$ cat config.mk
export PLATFORM = sky130hd
export DESIGN_NAME = fc_scheduler
export DESIGN_NICKNAME = d
export VERILOG_FILES = /design/src/rtl/fc_scheduler.sv
export SDC_FILE = /design/constraint.sdc
export NUM_CORES = 1
export LEC_CHECK = 0
export ABC_AREA = 1
export BUFFER_PORTS_ARGS = -buffer_cell sky130_fd_sc_hd__buf_2
export CORE_AREA = 2 2 356 358
export CTS_BUF_LIST = sky130_fd_sc_hd__clkbuf_8 sky130_fd_sc_hd__clkbuf_16
export CTS_CLUSTER_DIAMETER = 80
export DETAILED_ROUTE_END_ITERATION = 12
export DIE_AREA = 0 0 358 360
export PLACE_DENSITY = 0.34
export SLEW_MARGIN = 0
export SYNTH_ARGS = -nofsm -noshare
export SYNTH_HDL_FRONTEND = slang
export SYNTH_SLANG_ARGS = --single-unit
$ cat constraint.sdc
create_clock -name clk -period 1.6 [get_ports clk]
set_input_delay 0.16 -clock clk [delete_from_list [all_inputs] [get_ports clk]]
set_output_delay 0.16 -clock clk [all_outputs]
set_load 0.05 [all_outputs]
$ cat src/rtl/fc_scheduler.sv
// rtl/fc_scheduler.sv - sequences the FC datapath over N_OUT neurons, streams results and tracks the argmax
// Weight rows are fetched one per neuron; results leave on a valid/ready port.
module fc_scheduler #(
    parameter int N_OUT  = 10,
    parameter int ADDR_W = 4,
    parameter int VEC_W  = 216
) (
    input  logic              clk,
    input  logic              rst,
    input  logic              start,
    input  logic [VEC_W-1:0]  pool_in,
    output logic              busy,
    output logic              done,
    output logic              w_rd_en,
    output logic [ADDR_W-1:0] w_rd_addr,
    input  logic [VEC_W-1:0]  w_rd_data,
    output logic [VEC_W-1:0]  pool_lin,
    output logic [VEC_W-1:0]  weight_lin,
    input  logic [7:0]        ans,
    output logic              res_valid,
    input  logic              res_ready,
    output logic [ADDR_W-1:0] res_idx,
    output logic [7:0]        res_data,
    output logic [ADDR_W-1:0] class_idx,
    output logic [7:0]        class_max
);

    typedef enum logic [2:0] {
        S_IDLE  = 3'd0,
        S_FETCH = 3'd1,
        S_LOAD  = 3'd2,
        S_EVAL  = 3'd3,
        S_OUT   = 3'd4,
        S_DONE  = 3'd5
    } state_t;

    localparam logic [ADDR_W-1:0] K_LAST = ADDR_W'(N_OUT - 1);
    localparam logic [ADDR_W-1:0] K_ONE  = ADDR_W'(1);

    state_t              r_state;
    logic [ADDR_W-1:0]   r_k;
    logic [VEC_W-1:0]    r_pool;
    logic [VEC_W-1:0]    r_weight;
    logic [7:0]          r_res_data;
    logic [ADDR_W-1:0]   r_res_idx;
    logic                r_res_valid;
    logic [ADDR_W-1:0]   r_class_idx;
    logic [7:0]          r_class_max;
    logic                r_done;
    logic                r_busy;
    logic                r_rd_en;
    logic [ADDR_W-1:0]   r_rd_addr;

    logic                w_handshake;
    logic                w_better;

    assign w_handshake = r_res_valid & res_ready;
    // Strict compare: an equal value later in the sweep never displaces the earlier index.
    assign w_better    = $signed(ans) > $signed(r_class_max);

    always_ff @(posedge clk) begin
        if (rst) begin
            r_state     <= S_IDLE;
            r_k         <= '0;
            r_pool      <= '0;
            r_weight    <= '0;
            r_res_data  <= '0;
            r_res_idx   <= '0;
            r_res_valid <= 1'b0;
            r_class_idx <= '0;
            r_class_max <= '0;
            r_done      <= 1'b0;
            r_busy      <= 1'b0;
            r_rd_en     <= 1'b0;
            r_rd_addr   <= '0;
        end else begin
            r_done  <= 1'b0;
            r_rd_en <= 1'b0;
            case (r_state)
                S_IDLE: begin
                    if (start) begin
                        r_pool      <= pool_in;
                        r_k         <= '0;
                        r_class_max <= 8'h80;
                        r_class_idx <= '0;
                        r_busy      <= 1'b1;
                        r_rd_en     <= 1'b1;
                        r_rd_addr   <= '0;
                        r_state     <= S_FETCH;
                    end
                end
                S_FETCH: begin
                    r_state <= S_LOAD;
                end
                S_LOAD: begin
                    r_weight <= w_rd_data;
                    r_state  <= S_EVAL;
                end
                S_EVAL: begin
                    r_res_data  <= ans;
                    r_res_idx   <= r_k;
                    r_res_valid <= 1'b1;
                    if (w_better) begin
                        r_class_max <= ans;
                        r_class_idx <= r_k;
                    end
                    r_state <= S_OUT;
                end
                S_OUT: begin
                    // Outputs are held until the consumer takes the result.
                    if (w_handshake) begin
                        r_res_valid <= 1'b0;
                        if (r_k == K_LAST) begin
                            r_done  <= 1'b1;
                            r_state <= S_DONE;
                        end else begin
                            r_k       <= r_k + K_ONE;
                            r_rd_en   <= 1'b1;
                            r_rd_addr <= r_k + K_ONE;
                            r_state   <= S_FETCH;
                        end
                    end
                end
                S_DONE: begin
                    r_busy  <= 1'b0;
                    r_state <= S_IDLE;
                end
                default: begin
                    r_busy      <= 1'b0;
                    r_res_valid <= 1'b0;
                    r_state     <= S_IDLE;
                end
            endcase
        end
    end

    assign busy       = r_busy;
    assign done       = r_done;
    assign w_rd_en    = r_rd_en;
    assign w_rd_addr  = r_rd_addr;
    assign pool_lin   = r_pool;
    assign weight_lin = r_weight;
    assign res_valid  = r_res_valid;
    assign res_idx    = r_res_idx;
    assign res_data   = r_res_data;
    assign class_idx  = r_class_idx;
    assign class_max  = r_class_max;

endmodule

Word level (Yosys, flattened, before mapping)
Cells that the tools add are included.

cells by class
  magnitude comparators = 1
  equal/unequal tests = 10
  bitwise gates (word level) = 5
  add/subtract/negate cells = 1
  reductions and logical operators = 12
  mux-type cells = 22

operators with widths
  kind                                           count
  2-to-1 mux 4 bit                               4
  2-to-1 mux 8 bit                               2
  one-hot mux 4 bit (2 select lines)             2
  one-hot mux 8 bit (2 select lines)             1
  one-hot mux 3 bit (5 select lines)             1
  2-to-1 mux 3 bit                               3
  greater-than comparator 8 bit                  1
  inequality test 2 bit, second input constant   4
  AND reduction 2 bit                            4
  OR reduction 4 bit                             2
  == test 3 x 2 -> 1 bit, second input constant  2
  == test 3 bit, second input constant           2
  2-to-1 mux 1 bit                               6
  adder 4 x 1 -> 4 bit, second input constant    1
  == test 4 bit, second input constant           1
  inverter 1 bit                                 4
  one-hot mux 1 bit (2 select lines)             2
  AND reduction 4 bit                            1
  nonzero test 2 bit                             2
  == test 3 x 1 -> 1 bit, second input constant  1
  zero test 3 bit                                1
  one-hot mux 1 bit (3 select lines)             1
  AND reduction 3 bit                            1
  OR reduction 3 bit                             1
  bitwise AND 1 bit                              1

word-level totals
  register bits after elaboration = 467

Longest topological paths before layout
  word-level depth = 4
  gate-level depth with buffers = 15
  gate-level depth less buffers = 14

Worst setup path after synthesis
Ideal clock, no wire load.

  kind = register -> register
  start = reg r_class_max[7], in the netlist class_max[7]
  end = reg r_class_idx[0], in the netlist class_idx[0]
  data arrival time = 1.922 ns
  setup time = 0.115 ns
  path buffers = 1
  data required time = 1.485 ns
  setup slack = -0.437 ns
  cell stages (with the launch flop) = 11
  path through = dfxtp_1 -> inv_1 -> ha_1 -> a21o_1 -> nor2_1 -> nand2_1 -> nand2_1 -> nand3_2 -> buf_2 -> a21oi_1 -> nor2_1

between the ends
  cells in the longest elaborated chain, start to end = 3

RTL lines
  element                          line  RTL
  from (decl)                      48    logic [7:0] r_class_max;
  from (signal assigned)           104   r_class_max <= ans;
  greater-than comparator 8 bit    59    assign w_better = $signed(ans) > $signed(r_class_max);
  inequality test 2 bit (no line)  n/a
  AND reduction 3 bit (no line)    n/a
  to (signal assigned)             105   r_class_idx <= r_k;
  to (decl)                        47    logic [ADDR_W-1:0] r_class_idx;

No other way between the ends.
A chain may end at the register's enable or synchronous reset.

Final worst setup path
  start = reg r_class_max[7], in the netlist class_max[7]
  end = reg r_class_max[4], in the netlist class_max[4]

between the ends
  cells in the longest elaborated chain, start to end = 3

RTL lines
  element                          line
  greater-than comparator 8 bit    59
  inequality test 2 bit (no line)  n/a
  AND reduction 3 bit (no line)    n/a

No other way between the ends.

==> reports/metrics.cfg <==
[floorplanning]
coreArea_um2=124900
start_util_pct=13.51
fp.dieW_um=358
pin_count=908
dieArea_um2=128900
die_y_um=360
rows=130

[worst_setup_path]
rr_endpoint=class_max[4]$_SDFFE_PP0P_
slowest_delay_ns=0.35
r2r_start=class_max[7]$_SDFFE_PP0P_
worstPathMaxFanout=8
r2r_cells=10
crit_type=register to register
arrival_ns=2.16
crit_buf_inv=2
crit_top_cell=nand2_2
path_cells=inv_4 -> ha_4 -> a21o_1 -> nor2_2 -> nand2_2 -> nand2_2 -> nand3_4 -> clkbuf_16 -> a21oi_1 -> nor2_1
slowest_stage=dfxtp_4
critPathLaunchType=register
reg2reg_slack_ns=-0.04
crit_family=simple AND/OR/NAND/NOR gates
cp-end-kind=register
crit_required_ns=2.11

[route]
vias=19776
dr.pass1.iters=5
wl_mm=92.89
drtAntennaViolNets=0
drt_iter0_drc=840
via_per_inst=3.784
post_drt_wl_per_cell_um=17.77
drc=0

[pwr]
p_leak_nw=14.16
peakVddDrop_uv=692.1
p_per_area_nw_per_um2=1391
power_mw=43.74

[flow_run]
cap_violations=0

[placed_design]
dp_cells=4640
pre_cts_slack_ns=-0.04092
portBuffers=907
place.gp.congestion=0.8060
dpl_cell_area_um2=24050
place_hpwl_mm=65.24

[sta]
worst_slew_pin_slew_ns=0.6666
period_minus_slack_ns=1.644
fmax_ghz=0.6084
final-setup-viol-count=7
post-route-period-util_pct=102.7
skew_ns=0.02916
slew_headroom_pct=55.56
setup_slack_ns=-0.04369
drv_slew=0
rsz0062_at_grt=true
final_hold_viol_count=0

[grt]
grt_usage_pct=12.82
grt_pass1_wl_mm=125.3
antenna_found_initial=8
grt_pass1_vias=19525
grt_max_degree=95
grt-ovfl-total=0

[run_status]
status=finished with violations
violations=negative setup slack

[logic_synthesis]
synth_nets=2594
ys_warn_count=0
synth_mux_area_share_pct=0
synth_cell_types=24
synthSimpleGateAreaFrac_pct=23.70
synth.cell_area_um2=16870
synth_xor_area_share_pct=0
synth_compound_area_share_pct=13.95
synth_fa_ha_area_share_pct=0.7415
synth_sequential_area_ratio_pct=55.41
syn_inst=2140
ys_ff_latch=467
syn_area_per_cell_um2=7.885
synth_top_family_by_area=simple AND/OR/NAND/NOR gates

[finish]
layout-drive-gt1-share_pct=34.41
multi_input_area_um2=6774
mostFrequentLayoutCells=buf_2 (901), dfxtp_1 (457), nor2_1 (454), dlygate4sd3_1 (443), nand2_1 (259)
finalNonFillerCells=5226
mostFrequentLayoutCell=buf_2
nFillCells=13857
area_delta_synth_final_pct=86.30
postLayoutCellArea_um2=31440
fin_nets=3984
seq_area_um2=9382

[clock_network]
path_clk_slew_ns=0.06
clock_sinks=467
clk_path_buf_depth=3
cts-root-buf=clkbuf_16
insertion_delay_ns=0.63
htree_levels=3
tritoncts=built
numCtsBuffers=67

[hold_path]
min_from=w_rd_data[73]
hold_class=primary input to register
worstHoldPathCells=4
holdPathEnd=weight_lin[73]$_SDFFE_PP0P_

[routing by layer]
layer  share of wire, %  vias to the layer above  wire length, um  GRT usage [%]
met1                 41                     9147            38150          14.63
met2                 49                      647            45540          22.38
li1                   -                     9844                -              -
met3                7.0                      132             6547          3.914
met5              0.037                        -               34              0
met4                2.8                        6             2611          4.512
[worst min-delay path: stages]
cell and delay [ns]:
dlygate4sd3_1 0.52, buf_2 0.09, o21ai_1 0.05, nor2_1 0.07
[synth_stat cells, drive strengths merged]
cell    count  share of area (%)
a21oi     246                7.3
nor2      462                 10
a21o        1              0.045
nand3     234                7.0
clkbuf     97                2.2
dfxtp     467                 55
nand2     271                6.1
nand4       1              0.037
nor3        5               0.15
buf        78                3.1
nor3b       2              0.089
inv        44               0.98
o21ai     222                6.6
ha         10               0.74
[flip-flops by register name, indices dropped and copies added (netlist names)]
name,count
r_state,3
done,1
weight_lin,216
class_max,8
w_rd_addr,4
busy,1
res_idx,4
class_idx,4
res_data,8
res_valid,1
pool_lin,216
w_rd_en,1
[what timing repair did]
action	CTS	global route
resized for setup	22	147
endpoints found under the hold margin	456	0
buffers inserted	0	9
hold buffers	443	0
cloned	0	19
setup endpoints to repair	27	203
pin swaps	6	10
[worst max path at each step]
stage	depth (start not counted)	startpoint	slack, ns	to
global route	10	class_max[7]$_SDFFE_PP0P_	-0.13	class_idx[2]$_SDFFE_PP0P_
detailed placement	10	class_max[7]$_SDFFE_PP0P_	-0.04	class_max[2]$_SDFFE_PP0P_
CTS	10	class_max[7]$_SDFFE_PP0P_	-0.04	class_idx[0]$_SDFFE_PP0P_
floorplan	10	class_max[7]$_SDFFE_PP0P_	-0.06	class_idx[0]$_SDFFE_PP0P_
global placement	11	class_max[5]$_SDFFE_PP0P_	-0.09	class_max[1]$_SDFFE_PP0P_
finish	10	class_max[7]$_SDFFE_PP0P_	-0.04	class_max[4]$_SDFFE_PP0P_
[per-stage QoR]
stage	hold slack (ns)	utilization [%]	setup TNS [ns]
3_5_place_dp	0.4017	19.25	-0.3408
6_report	0.3050	25.16	-0.1719
3_3_place_gp	0.3994	19.25	-0.8544
5_1_grt	0.2864	25.16	-1.381
2_1_floorplan	0.3060	-	-0.6802
4_1_cts	0.2422	24.56	-0.1872
[logic make-up after synthesis]
| family | Yosys count |
|---|---|
| AO/OA/AOI/OAI | 469 |
| adder cells (fa/ha/maj) | 10 |
| buffers and inverters | 219 |
| flip-flops | 467 |
| AND/OR/NAND/NOR | 975 |
[layout make-up]
class                      count  share of cell area [%]
timing repair buffer        1493                   34.52
clock buffer                  76                   5.763
antenna                        4                 0.03184
timing repair inverter         2                  0.1035
tap                         1650                   6.567
multi-input combinational   1455                   21.55
inverter                      44                  0.6329
clock inverter                35                  0.9831
sequential                   467                   29.84
[where the power goes]
group / internal, mW / switching [mW] / leakage [nW] / total, mW
clock network: 8.48 / 6.00 / 1.10 / 14.5
logic: 4.73 / 10.6 / 9.23 / 15.3
registers: 13.2 / 0.765 / 3.83 / 13.9
total: 26.4 / 17.4 / 14.2 / 43.7
Note: power is estimated with default switching activity, not from simulation.
